### config.mk
export PLATFORM = sky130hd
export DESIGN_NAME = id_ex_stage
export DESIGN_NICKNAME = d
export VERILOG_FILES = /design/src/rtl/riscv_defines.sv /design/src/rtl/operand_fwd_mux.sv /design/src/rtl/id_ex_stage.sv
export SDC_FILE = /design/constraint.sdc
export NUM_CORES = 1
export LEC_CHECK = 0
export BUFFER_PORTS_ARGS = -buffer_cell sky130_fd_sc_hd__buf_2
export CAP_MARGIN = 30
export CORE_MARGIN = 2
export CORE_UTILIZATION = 24
export CTS_BUF_LIST = sky130_fd_sc_hd__clkbuf_4 sky130_fd_sc_hd__clkbuf_8
export DETAILED_ROUTE_END_ITERATION = 8
export HOLD_SLACK_MARGIN = 0.06
export PLACE_DENSITY = 0.43
export RECOVER_POWER = 50
export SETUP_SLACK_MARGIN = 0.02
export SLEW_MARGIN = 40
export SYNTH_ARGS = -nofsm -noshare
export SYNTH_HDL_FRONTEND = slang
export SYNTH_HIERARCHICAL = 1
export SYNTH_SLANG_ARGS = --single-unit
### constraint.sdc
create_clock -name i_clk -period 6.25 [get_ports i_clk]
set_clock_uncertainty 0.2 [all_clocks]
set_input_delay 0.625 -clock i_clk [delete_from_list [all_inputs] [get_ports i_clk]]
set_output_delay 0.625 -clock i_clk [all_outputs]
set_load 0.005 [all_outputs]
### src/rtl/riscv_defines.sv
// Shared types for the decode/execute boundary: ALU ops, operand-A and forward selects.
package riscv_defines;

    localparam int unsigned ALU_OP_WIDTH = 4;

    typedef enum logic [ALU_OP_WIDTH-1:0] {
        ALU_NOP  = 4'd0,
        ALU_ADD  = 4'd1,
        ALU_SUB  = 4'd2,
        ALU_AND  = 4'd3,
        ALU_OR   = 4'd4,
        ALU_XOR  = 4'd5,
        ALU_SLL  = 4'd6,
        ALU_SRL  = 4'd7,
        ALU_SRA  = 4'd8,
        ALU_SLT  = 4'd9,
        ALU_SLTU = 4'd10
    } alu_op_t;

    typedef enum logic [1:0] {
        OPA_RS1  = 2'd0,
        OPA_PC   = 2'd1,
        OPA_ZERO = 2'd2
    } op_a_sel_t;

    typedef enum logic [1:0] {
        FWD_RF = 2'd0,
        FWD_EX = 2'd1,
        FWD_WB = 2'd2
    } fwd_sel_t;

endpackage

### src/rtl/operand_fwd_mux.sv
// Forwarding select for one source register: EX/MEM beats MEM/WB beats regfile; x0 reads 0.
module operand_fwd_mux
    import riscv_defines::*;
#(
    parameter int unsigned DATA_WIDTH     = 32,
    parameter int unsigned REG_ADDR_WIDTH = 5
) (
    input  logic [REG_ADDR_WIDTH-1:0] i_rs_addr,
    input  logic [DATA_WIDTH-1:0]     i_rf_data,
    input  logic                      i_ex_fwd_valid,
    input  logic [REG_ADDR_WIDTH-1:0] i_ex_fwd_rd,
    input  logic [DATA_WIDTH-1:0]     i_ex_fwd_data,
    input  logic                      i_ex_is_load,
    input  logic                      i_wb_fwd_valid,
    input  logic [REG_ADDR_WIDTH-1:0] i_wb_fwd_rd,
    input  logic [DATA_WIDTH-1:0]     i_wb_fwd_data,
    output logic [DATA_WIDTH-1:0]     o_fwd_data_c,
    output fwd_sel_t                  o_fwd_sel_c
);

    logic rs_nonzero;
    logic ex_match;
    logic wb_match;

    // A load in EX has no data yet, so it never forwards (the stall covers it).
    assign rs_nonzero = (i_rs_addr != '0);
    assign ex_match   = i_ex_fwd_valid && (i_ex_fwd_rd == i_rs_addr) && rs_nonzero && !i_ex_is_load;
    assign wb_match   = i_wb_fwd_valid && (i_wb_fwd_rd == i_rs_addr) && rs_nonzero;

    // Priority select of the source value.
    always_comb begin
        o_fwd_sel_c  = FWD_RF;
        o_fwd_data_c = i_rf_data;
        if (!rs_nonzero) begin
            o_fwd_data_c = '0;
        end else if (ex_match) begin
            o_fwd_sel_c  = FWD_EX;
            o_fwd_data_c = i_ex_fwd_data;
        end else if (wb_match) begin
            o_fwd_sel_c  = FWD_WB;
            o_fwd_data_c = i_wb_fwd_data;
        end
    end

endmodule

### src/rtl/id_ex_stage.sv
// ID/EX pipeline register: operand select, forwarding, load-use stall and flush.
module id_ex_stage
    import riscv_defines::*;
#(
    parameter int unsigned DATA_WIDTH     = 32,
    parameter int unsigned REG_ADDR_WIDTH = 5
) (
    input  logic                      i_clk,
    input  logic                      i_rst,
    input  logic                      i_valid,
    output logic                      o_ready,
    input  alu_op_t                   i_alu_op,
    input  logic [REG_ADDR_WIDTH-1:0] i_rs1_addr,
    input  logic [REG_ADDR_WIDTH-1:0] i_rs2_addr,
    input  logic                      i_rs1_used,
    input  logic                      i_rs2_used,
    input  logic [DATA_WIDTH-1:0]     i_rs1_data,
    input  logic [DATA_WIDTH-1:0]     i_rs2_data,
    input  logic [DATA_WIDTH-1:0]     i_imm,
    input  logic [DATA_WIDTH-1:0]     i_pc,
    input  op_a_sel_t                 i_op_a_sel,
    input  logic                      i_op_b_imm,
    input  logic [REG_ADDR_WIDTH-1:0] i_rd_addr,
    input  logic                      i_rd_we,
    input  logic                      i_is_load,
    input  logic                      i_ex_fwd_valid,
    input  logic [REG_ADDR_WIDTH-1:0] i_ex_fwd_rd,
    input  logic [DATA_WIDTH-1:0]     i_ex_fwd_data,
    input  logic                      i_ex_is_load,
    input  logic                      i_wb_fwd_valid,
    input  logic [REG_ADDR_WIDTH-1:0] i_wb_fwd_rd,
    input  logic [DATA_WIDTH-1:0]     i_wb_fwd_data,
    input  logic                      i_flush,
    output logic                      o_valid,
    input  logic                      i_ready,
    output alu_op_t                   o_alu_op,
    output logic [DATA_WIDTH-1:0]     o_operand_a,
    output logic [DATA_WIDTH-1:0]     o_operand_b,
    output logic [DATA_WIDTH-1:0]     o_rs2_fwd,
    output logic [DATA_WIDTH-1:0]     o_pc,
    output logic [DATA_WIDTH-1:0]     o_imm,
    output logic [REG_ADDR_WIDTH-1:0] o_rd_addr,
    output logic                      o_rd_we,
    output logic                      o_is_load
);

    logic [DATA_WIDTH-1:0] rs1_val;
    logic [DATA_WIDTH-1:0] rs2_val;
    fwd_sel_t              rs1_sel;
    fwd_sel_t              rs2_sel;
    logic [DATA_WIDTH-1:0] operand_a_c;
    logic [DATA_WIDTH-1:0] operand_b_c;
    logic                  load_use_stall;
    logic                  advance;
    logic                  capture;

    operand_fwd_mux #(
        .DATA_WIDTH    (DATA_WIDTH),
        .REG_ADDR_WIDTH(REG_ADDR_WIDTH)
    ) u_rs1_fwd (
        .i_rs_addr     (i_rs1_addr),
        .i_rf_data     (i_rs1_data),
        .i_ex_fwd_valid(i_ex_fwd_valid),
        .i_ex_fwd_rd   (i_ex_fwd_rd),
        .i_ex_fwd_data (i_ex_fwd_data),
        .i_ex_is_load  (i_ex_is_load),
        .i_wb_fwd_valid(i_wb_fwd_valid),
        .i_wb_fwd_rd   (i_wb_fwd_rd),
        .i_wb_fwd_data (i_wb_fwd_data),
        .o_fwd_data_c  (rs1_val),
        .o_fwd_sel_c   (rs1_sel)
    );

    operand_fwd_mux #(
        .DATA_WIDTH    (DATA_WIDTH),
        .REG_ADDR_WIDTH(REG_ADDR_WIDTH)
    ) u_rs2_fwd (
        .i_rs_addr     (i_rs2_addr),
        .i_rf_data     (i_rs2_data),
        .i_ex_fwd_valid(i_ex_fwd_valid),
        .i_ex_fwd_rd   (i_ex_fwd_rd),
        .i_ex_fwd_data (i_ex_fwd_data),
        .i_ex_is_load  (i_ex_is_load),
        .i_wb_fwd_valid(i_wb_fwd_valid),
        .i_wb_fwd_rd   (i_wb_fwd_rd),
        .i_wb_fwd_data (i_wb_fwd_data),
        .o_fwd_data_c  (rs2_val),
        .o_fwd_sel_c   (rs2_sel)
    );

    // The load's data only exists after MEM, so a dependent instruction must wait a cycle.
    assign load_use_stall = i_valid && i_ex_fwd_valid && i_ex_is_load && (i_ex_fwd_rd != '0) &&
                            ((i_rs1_used && (i_rs1_addr == i_ex_fwd_rd)) ||
                             (i_rs2_used && (i_rs2_addr == i_ex_fwd_rd)));
    assign advance = !o_valid || i_ready;
    assign o_ready = advance && !load_use_stall;
    assign capture = i_valid && o_ready;

    // Operand A/B selection from forwarded registers, PC and immediate.
    always_comb begin
        operand_a_c = rs1_val;
        case (i_op_a_sel)
            OPA_PC:   operand_a_c = i_pc;
            OPA_ZERO: operand_a_c = '0;
            default:  operand_a_c = rs1_val;
        endcase
        operand_b_c = i_op_b_imm ? i_imm : rs2_val;
    end

    // Debug-select sanity: x0 is never sourced from a forwarding path.
    always_comb begin
        assert ((i_rs1_addr != '0) || (rs1_sel == FWD_RF));
        assert ((i_rs2_addr != '0) || (rs2_sel == FWD_RF));
    end

    // Pipeline register: flush beats capture/hold; advance either captures or loads a bubble.
    always_ff @(posedge i_clk or posedge i_rst) begin
        if (i_rst) begin
            o_valid     <= 1'b0;
            o_alu_op    <= ALU_NOP;
            o_operand_a <= '0;
            o_operand_b <= '0;
            o_rs2_fwd   <= '0;
            o_pc        <= '0;
            o_imm       <= '0;
            o_rd_addr   <= '0;
            o_rd_we     <= 1'b0;
            o_is_load   <= 1'b0;
        end else if (i_flush) begin
            o_valid   <= 1'b0;
            o_alu_op  <= ALU_NOP;
            o_rd_we   <= 1'b0;
            o_is_load <= 1'b0;
        end else if (advance) begin
            if (capture) begin
                o_valid     <= 1'b1;
                o_alu_op    <= i_alu_op;
                o_operand_a <= operand_a_c;
                o_operand_b <= operand_b_c;
                o_rs2_fwd   <= rs2_val;
                o_pc        <= i_pc;
                o_imm       <= i_imm;
                o_rd_addr   <= i_rd_addr;
                o_rd_we     <= i_rd_we;
                o_is_load   <= i_is_load;
            end else begin
                o_valid   <= 1'b0;
                o_alu_op  <= ALU_NOP;
                o_rd_we   <= 1'b0;
                o_is_load <= 1'b0;
            end
        end
    end

endmodule

==> impl_metrics.py, run 1 <==
metrics = {
    "logic_synthesis": {
        "synth_nets": 1032,
        "synth_cells": 795,
        "synth_area_per_cell_um2": 12.0,
        "syn_area_mm2": 0.00955,
        "synth_warnings": 6,
    },
    "power": {
        "clkPwrFrac_pct": 27.8,
        "combPwrFrac_pct": 25.6,
        "ir_drop_v": 0.000129,
        "net-switching-power_w": 0.000996,
        "swShare_pct": 32.7,
        "p_int_w": 0.00205,
        "powerDensity_mw_per_mm2": 246,
        "p_seq_share_pct": 46.6,
        "leakagePower_nw": 5.31,
    },
    "timing": {
        "finalMaxSlewViolations": 117,
        "min_period_ps": 4210,
        "rsz0062_at_grt": "false",
        "min_period_over_period_pct": 67.3,
        "setup_viol": 0,
        "max_slew_margin_pct": -98.4,
        "setup-tns-final_ps": 0,
        "worstMarginPinSlew_ps": 2960,
        "clock.fmax_mhz": 238,
        "hold_viol": 0,
    },
    "clock_tree": {
        "clk_latency_ps": 500,
        "htreeDepth": 4,
        "clk_path_buf_depth": 2,
        "cts_sinks": 172,
        "root_buffer": "clkbuf_8",
        "cts_hold_buf": 3,
        "cts_tree": "built",
        "cts_made_buffers": 17,
        "cts_setup_buffers": 0,
        "cts.clk_slew.worst_paths_ps": 100,
        "cts_resized": 0,
    },
    "worst_setup_path": {
        "worst-path-max-fanout": 60,
        "crit_type": "primary input to asynchronous set/reset pin",
        "rr_worst_depth": 7,
        "path_cells": "dlygate4sd3_1 > buf_2 > clkinvlp_2 > clkbuf_2",
        "end_kind": "asynchronous set/reset pin",
        "max_stage_delay_ps": 1640,
        "path_depth": 4,
        "cp_num_buf_inv": 4,
        "cp_data_required_time_ps": 6400,
        "cp_slowest_cell": "clkinvlp_2",
        "crit_path_start_kind": "primary input",
        "crit_family": "buffers and inverters",
        "arrival_ps": 4360,
    },
    "drt": {
        "post_drt_via_cell_ratio": 4.50,
        "routed_wl_mm": 35.5,
        "drc_errors": 0,
        "drt_pre_antenna_iters": 4,
        "drt_iter0_drc": 251,
        "routedWlPerCell_um": 20.7,
        "antenna_left": 0,
        "num_vias": 7720,
    },
    "layout": {
        "fin_util_pct": 31.4,
        "layout_common_cells": "buf_2, dfrtp_1, mux2_2, clkbuf_1, mux2_1",
        "diodes": 0,
        "fin_area_mm2": 0.0124,
        "mostFrequentLayoutCell": "buf_2",
        "finalNonFillerCells": 1717,
        "fillers": 4210,
        "syn2layout_area_growth_pct": 29.8,
        "drive_above_1_share_pct": 45.0,
        "nets": 1416,
    },
    "floorplan": {
        "die-area_mm2": 0.0414,
        "core_mm2": 0.0395,
        "die_w_um": 203,
        "num_io_pins": 409,
        "die_h_um": 203,
        "start_util_pct": 24.2,
        "rows": 73,
    },
    "placement": {
        "dp_hpwl_mm": 26.9,
        "io_buffers": 408,
        "dp_cells": 1682,
        "gp_congestion": 0.827,
        "post_dp_cell_area_mm2": 0.0121,
    },
    "global_routing": {
        "antenna_found_initial": 1,
        "grt.overflow.total": 0,
        "grt_usage_pct": 17.1,
        "grt_max_degree": 97,
        "grt_pass1_wl_mm": 52.4,
        "grt_pass1_vias": 8291,
    },
    "min_path": {
        "min_path_type": "primary input to flip-flop",
        "worstHoldPathCells": 2,
    },
    "status": {
        "status": "complete, but fails checks",
        "violations": "max-capacitance violations, max-slew violations",
    },
    "flow_run": {
        "drv_cap": 2,
    },
}
-- worst reg2reg max path, delay by kind of cell (launching register included) --
kind	cells	cell delay, ps
mux	1	440
simple gates	2	180
compound gates	1	620
flops	1	400
buf+inv	3	1220
-- layout make-up --
class                           count  area, um^2  share of cell area, %
Multi-Input combinational cell    559        4890                   39.4
Sequential cell                   172        4300                   34.7
Timing Repair Buffer              423        2120                   17.1
Tap cell                          525         657                   5.30
Clock buffer                       18         241                   1.95
Clock inverter                     14         161                   1.30
Inverter                            6        23.8                  0.192
-- per-stage QoR --
stage | setup WS [ps] | power (W) | hold WS (ps)
2_1_floorplan | 765 | 0.00181 | 283
3_5_place_dp | 2240 | 0.00227 | 269
6_report | 2040 | 0.00305 | 133
5_1_grt | 1470 | 0.00324 | 90.0
4_1_cts | 2850 | 0.00315 | 63.2
3_3_place_gp | 2200 | 0.00226 | 262
-- power groups by stage --
stage | clock [W] | sequential [W] | combinational [W]
after CTS | 0.000895 | 0.00142 | 0.000836
after global placement | 0 | 0.00143 | 0.000829
final | 0.000846 | 0.00142 | 0.000780
after floorplan | 0 | 0.00146 | 0.000355
after detailed placement | 0 | 0.00144 | 0.000832
after global routing | 0.000931 | 0.00145 | 0.000860
-- metal layers --
layer  vias to the layer above  track usage, %  share of wire [%]
met5                         -               0                  0
met4                         0            5.06                1.7
met3                        28            4.70                6.4
met2                       259            29.9                 49
met1                      3814            20.5                 43
li1                       3619               -                  -
-- path summary, 6_finish.rpt --
check                                     from  slack [ps]            to
min in group asynchronous                i_rst        1280     o_imm[23]
worst min register to register        o_pc[21]         290      o_pc[21]
worst min-delay path               i_alu_op[2]         130   o_alu_op[2]
max in group i_clk              i_ex_fwd_rd[4]        2800  o_rd_addr[3]
worst max-delay path                     i_rst        2040      o_pc[16]
worst max register to register         o_valid        3080  o_rd_addr[3]
-- state kept, by name, indices dropped and copies added (netlist names) --
signal and cells:
o_imm 32, o_operand_a 32, o_operand_b 32, o_pc 32, o_rs2_fwd 32, o_rd_addr 5, o_alu_op 4, o_is_load 1
o_rd_we 1, o_valid 1
(Power assumes the default switching activity.)
==> run 2: changes to the inputs <==
- PLACE_DENSITY: 0.43 -> 0.45
- clock period: 6.25 -> 3.5 ns (I/O delays scaled with it)
==> run 2 against run 1 <==
Against the previous run: the flow now finishes without violations; clock power up 82%; core utilization rose by 2.7 points; count of clock-buffer cells in the layout unchanged; sequential power increased by 79%; non-clock buffer count is 94 higher; worst setup slack got worse by 1100 ps; final area rose by 8.6%; power grew 83%; critical endpoint is now o_operand_a[1]; register-to-register slack got worse by 1900 ps; wire length is 1.0% higher.
==> impl_metrics.py, run 2 (same netlist as run 1, synthesis figures left out) <==
metrics = {
    "worst_setup_path": {
        "rr_worst_depth": 6,
        "crit_path_start_kind": "primary input",
        "cp_data_required_time_ps": 3820,
        "cp_slowest_cell": "clkbuf_1",
        "arrival_ps": 2920,
        "end_kind": "asynchronous set/reset pin",
        "crit_type": "primary input to asynchronous set/reset pin",
        "worst_path_most_repeated_cell": "clkbuf_1",
        "path_cells": "dlygate4sd3_1 > clkbuf_1 > clkinvlp_2 > clkbuf_1 > buf_16 > clkbuf_1",
        "crit_family": "buffers and inverters",
        "cp_num_buf_inv": 6,
        "regToRegSetupSlack_ps": 1220,
        "r2r-start": "o_valid",
        "worst-path-max-fanout": 15,
        "r2r-end": "o_is_load",
        "max_stage_delay_ps": 690,
    },
    "timing": {
        "min_period_over_period_pct": 74.2,
        "min_period_ps": 2600,
        "clock.fmax_mhz": 385,
        "max_slew_margin_pct": 39.6,
        "worst_slack_ps": 903,
        "rsz0062_at_grt": "false",
        "hold_viol": 0,
        "setup_viol": 0,
        "finalMaxSlewViolations": 0,
        "setup-tns-final_ps": 0,
        "worstMarginPinSlew_ps": 906,
    },
    "global_routing": {
        "antenna_found_initial": 6,
        "grtUsageMet1_pct": 21.0,
        "grt.overflow.total": 0,
        "grt_usage_pct": 17.3,
        "grt_pass1_vias": 8585,
        "use_met3_pct": 4.49,
        "grt_pass1_wl_mm": 53.1,
        "top_usage_layer": "met2",
        "met2_usage_pct": 29.1,
        "grt_max_degree": 65,
    },
    "flow_run": {
        "drv_cap": 0,
    },
    "placement": {
        "dp_hpwl_mm": 26.9,
        "dp_cells": 1694,
        "io_buffers": 408,
        "gp_congestion": 0.832,
        "pre_cts_ws_ps": 503,
    },
    "drt": {
        "num_vias": 8114,
        "drc_errors": 0,
        "antenna_left": 0,
        "drt_pre_antenna_iters": 4,
        "routedWlPerCell_um": 19.7,
        "routed_wl_mm": 35.9,
        "drt_iter0_drc": 280,
        "post_drt_via_cell_ratio": 4.47,
    },
    "clock_tree": {
        "cts_resized": 0,
        "clk_path_buf_depth": 2,
        "cts_sinks": 172,
        "cts.clk_slew.worst_paths_ps": 110,
        "cts_made_buffers": 17,
        "root_buffer": "clkbuf_8",
        "htreeDepth": 4,
        "cts_tree": "built",
        "clk_latency_ps": 490,
    },
    "power": {
        "powerDensity_mw_per_mm2": 415,
        "combPwrFrac_pct": 26.9,
        "swShare_pct": 32.3,
        "clkPwrFrac_pct": 27.6,
        "ir_drop_v": 0.000277,
        "leakagePower_nw": 5.88,
        "p_seq_share_pct": 45.5,
        "p_int_w": 0.00378,
        "net-switching-power_w": 0.00181,
    },
    "floorplan": {
        "die_w_um": 203,
        "die_h_um": 203,
        "num_io_pins": 409,
        "rows": 73,
        "die-area_mm2": 0.0414,
        "core_mm2": 0.0395,
        "start_util_pct": 24.2,
    },
    "layout": {
        "mostFrequentLayoutCell": "buf_2",
        "drive_above_1_share_pct": 46.1,
        "finalNonFillerCells": 1817,
        "syn2layout_area_growth_pct": 41.0,
        "nets": 1510,
        "layout_common_cells": "buf_2, dfrtp_1, mux2_2, dlygate4sd3_1, mux2_1",
    },
    "min_path": {
        "hold_path.startpoint": "i_ex_fwd_data[0]",
        "holdPathEnd": "o_rs2_fwd[0]",
        "worstHoldPathCells": 4,
        "min_path_type": "primary input to flip-flop",
    },
    "status": {
        "status": "completed",
    },
}
[run 2: tightest hold or removal path, stage by stage]
cell and delay, ps:
buf_2 90, nor2_1 40, a211oi_2 200, mux2_1 150
[run 2: area by class of cell]
type	instances	area [um^2]
fill	4140	26000
multi-input combinational	559	4910
sequential	172	4300
timing repair buffer	517	3130
tap	525	657
clock buffer	18	248
clock inverter	14	173
inverter	6	23.8
antenna	6	15.0
[run 2: stage by stage]
| step | util (%) | cell area (um^2) | power [W] | hold WS [ps] |
|---|---|---|---|---|
| 2_1_floorplan | - | 9550 | 0.00324 | 283 |
| 3_3_place_gp | 31.0 | 12200 | 0.00404 | 263 |
| 3_5_place_dp | 31.1 | 12300 | 0.00407 | 133 |
| 4_1_cts | 34.3 | 13600 | 0.00575 | 84.3 |
| 5_1_grt | 34.1 | 13500 | 0.00594 | 142 |
| 6_report | 34.1 | 13500 | 0.00558 | 168 |
[run 2: metal layers]
metal	wire length, um	vias up
met2	17600	270
met1	15300	3978
li1	-	3829
met3	2170	37
met5	0	-
met4	846	0
[run 2: worst max-delay path by stage]
stage,slack [ps],cells after the start,to,startpoint
2_1_floorplan,750,1,o_alu_op[0],i_rst
3_3_place_gp,520,10,o_operand_a[25],i_rs1_addr[1]
4_1_cts,1100,9,o_operand_b[16],i_rs2_addr[1]
6_report,900,6,o_operand_a[1],i_rst
5_1_grt,550,6,o_pc[9],i_rst
3_5_place_dp,500,9,o_operand_b[16],i_rs2_addr[1]
[run 2: what timing repair did]
item,in CTS,in global routing
endpoints found under the hold margin,186,0
buffers inserted,0,0
hold buffers,85,0
[run 2: power by group through the flow]
stage | sequential (W) | clock, W | combinational (W)
finish | 0.00254 | 0.00154 | 0.00150
global route | 0.00259 | 0.00170 | 0.00165
CTS | 0.00254 | 0.00164 | 0.00157
detailed placement | 0.00257 | 0 | 0.00149
global placement | 0.00256 | 0 | 0.00148
floorplan | 0.00260 | 0 | 0.000635
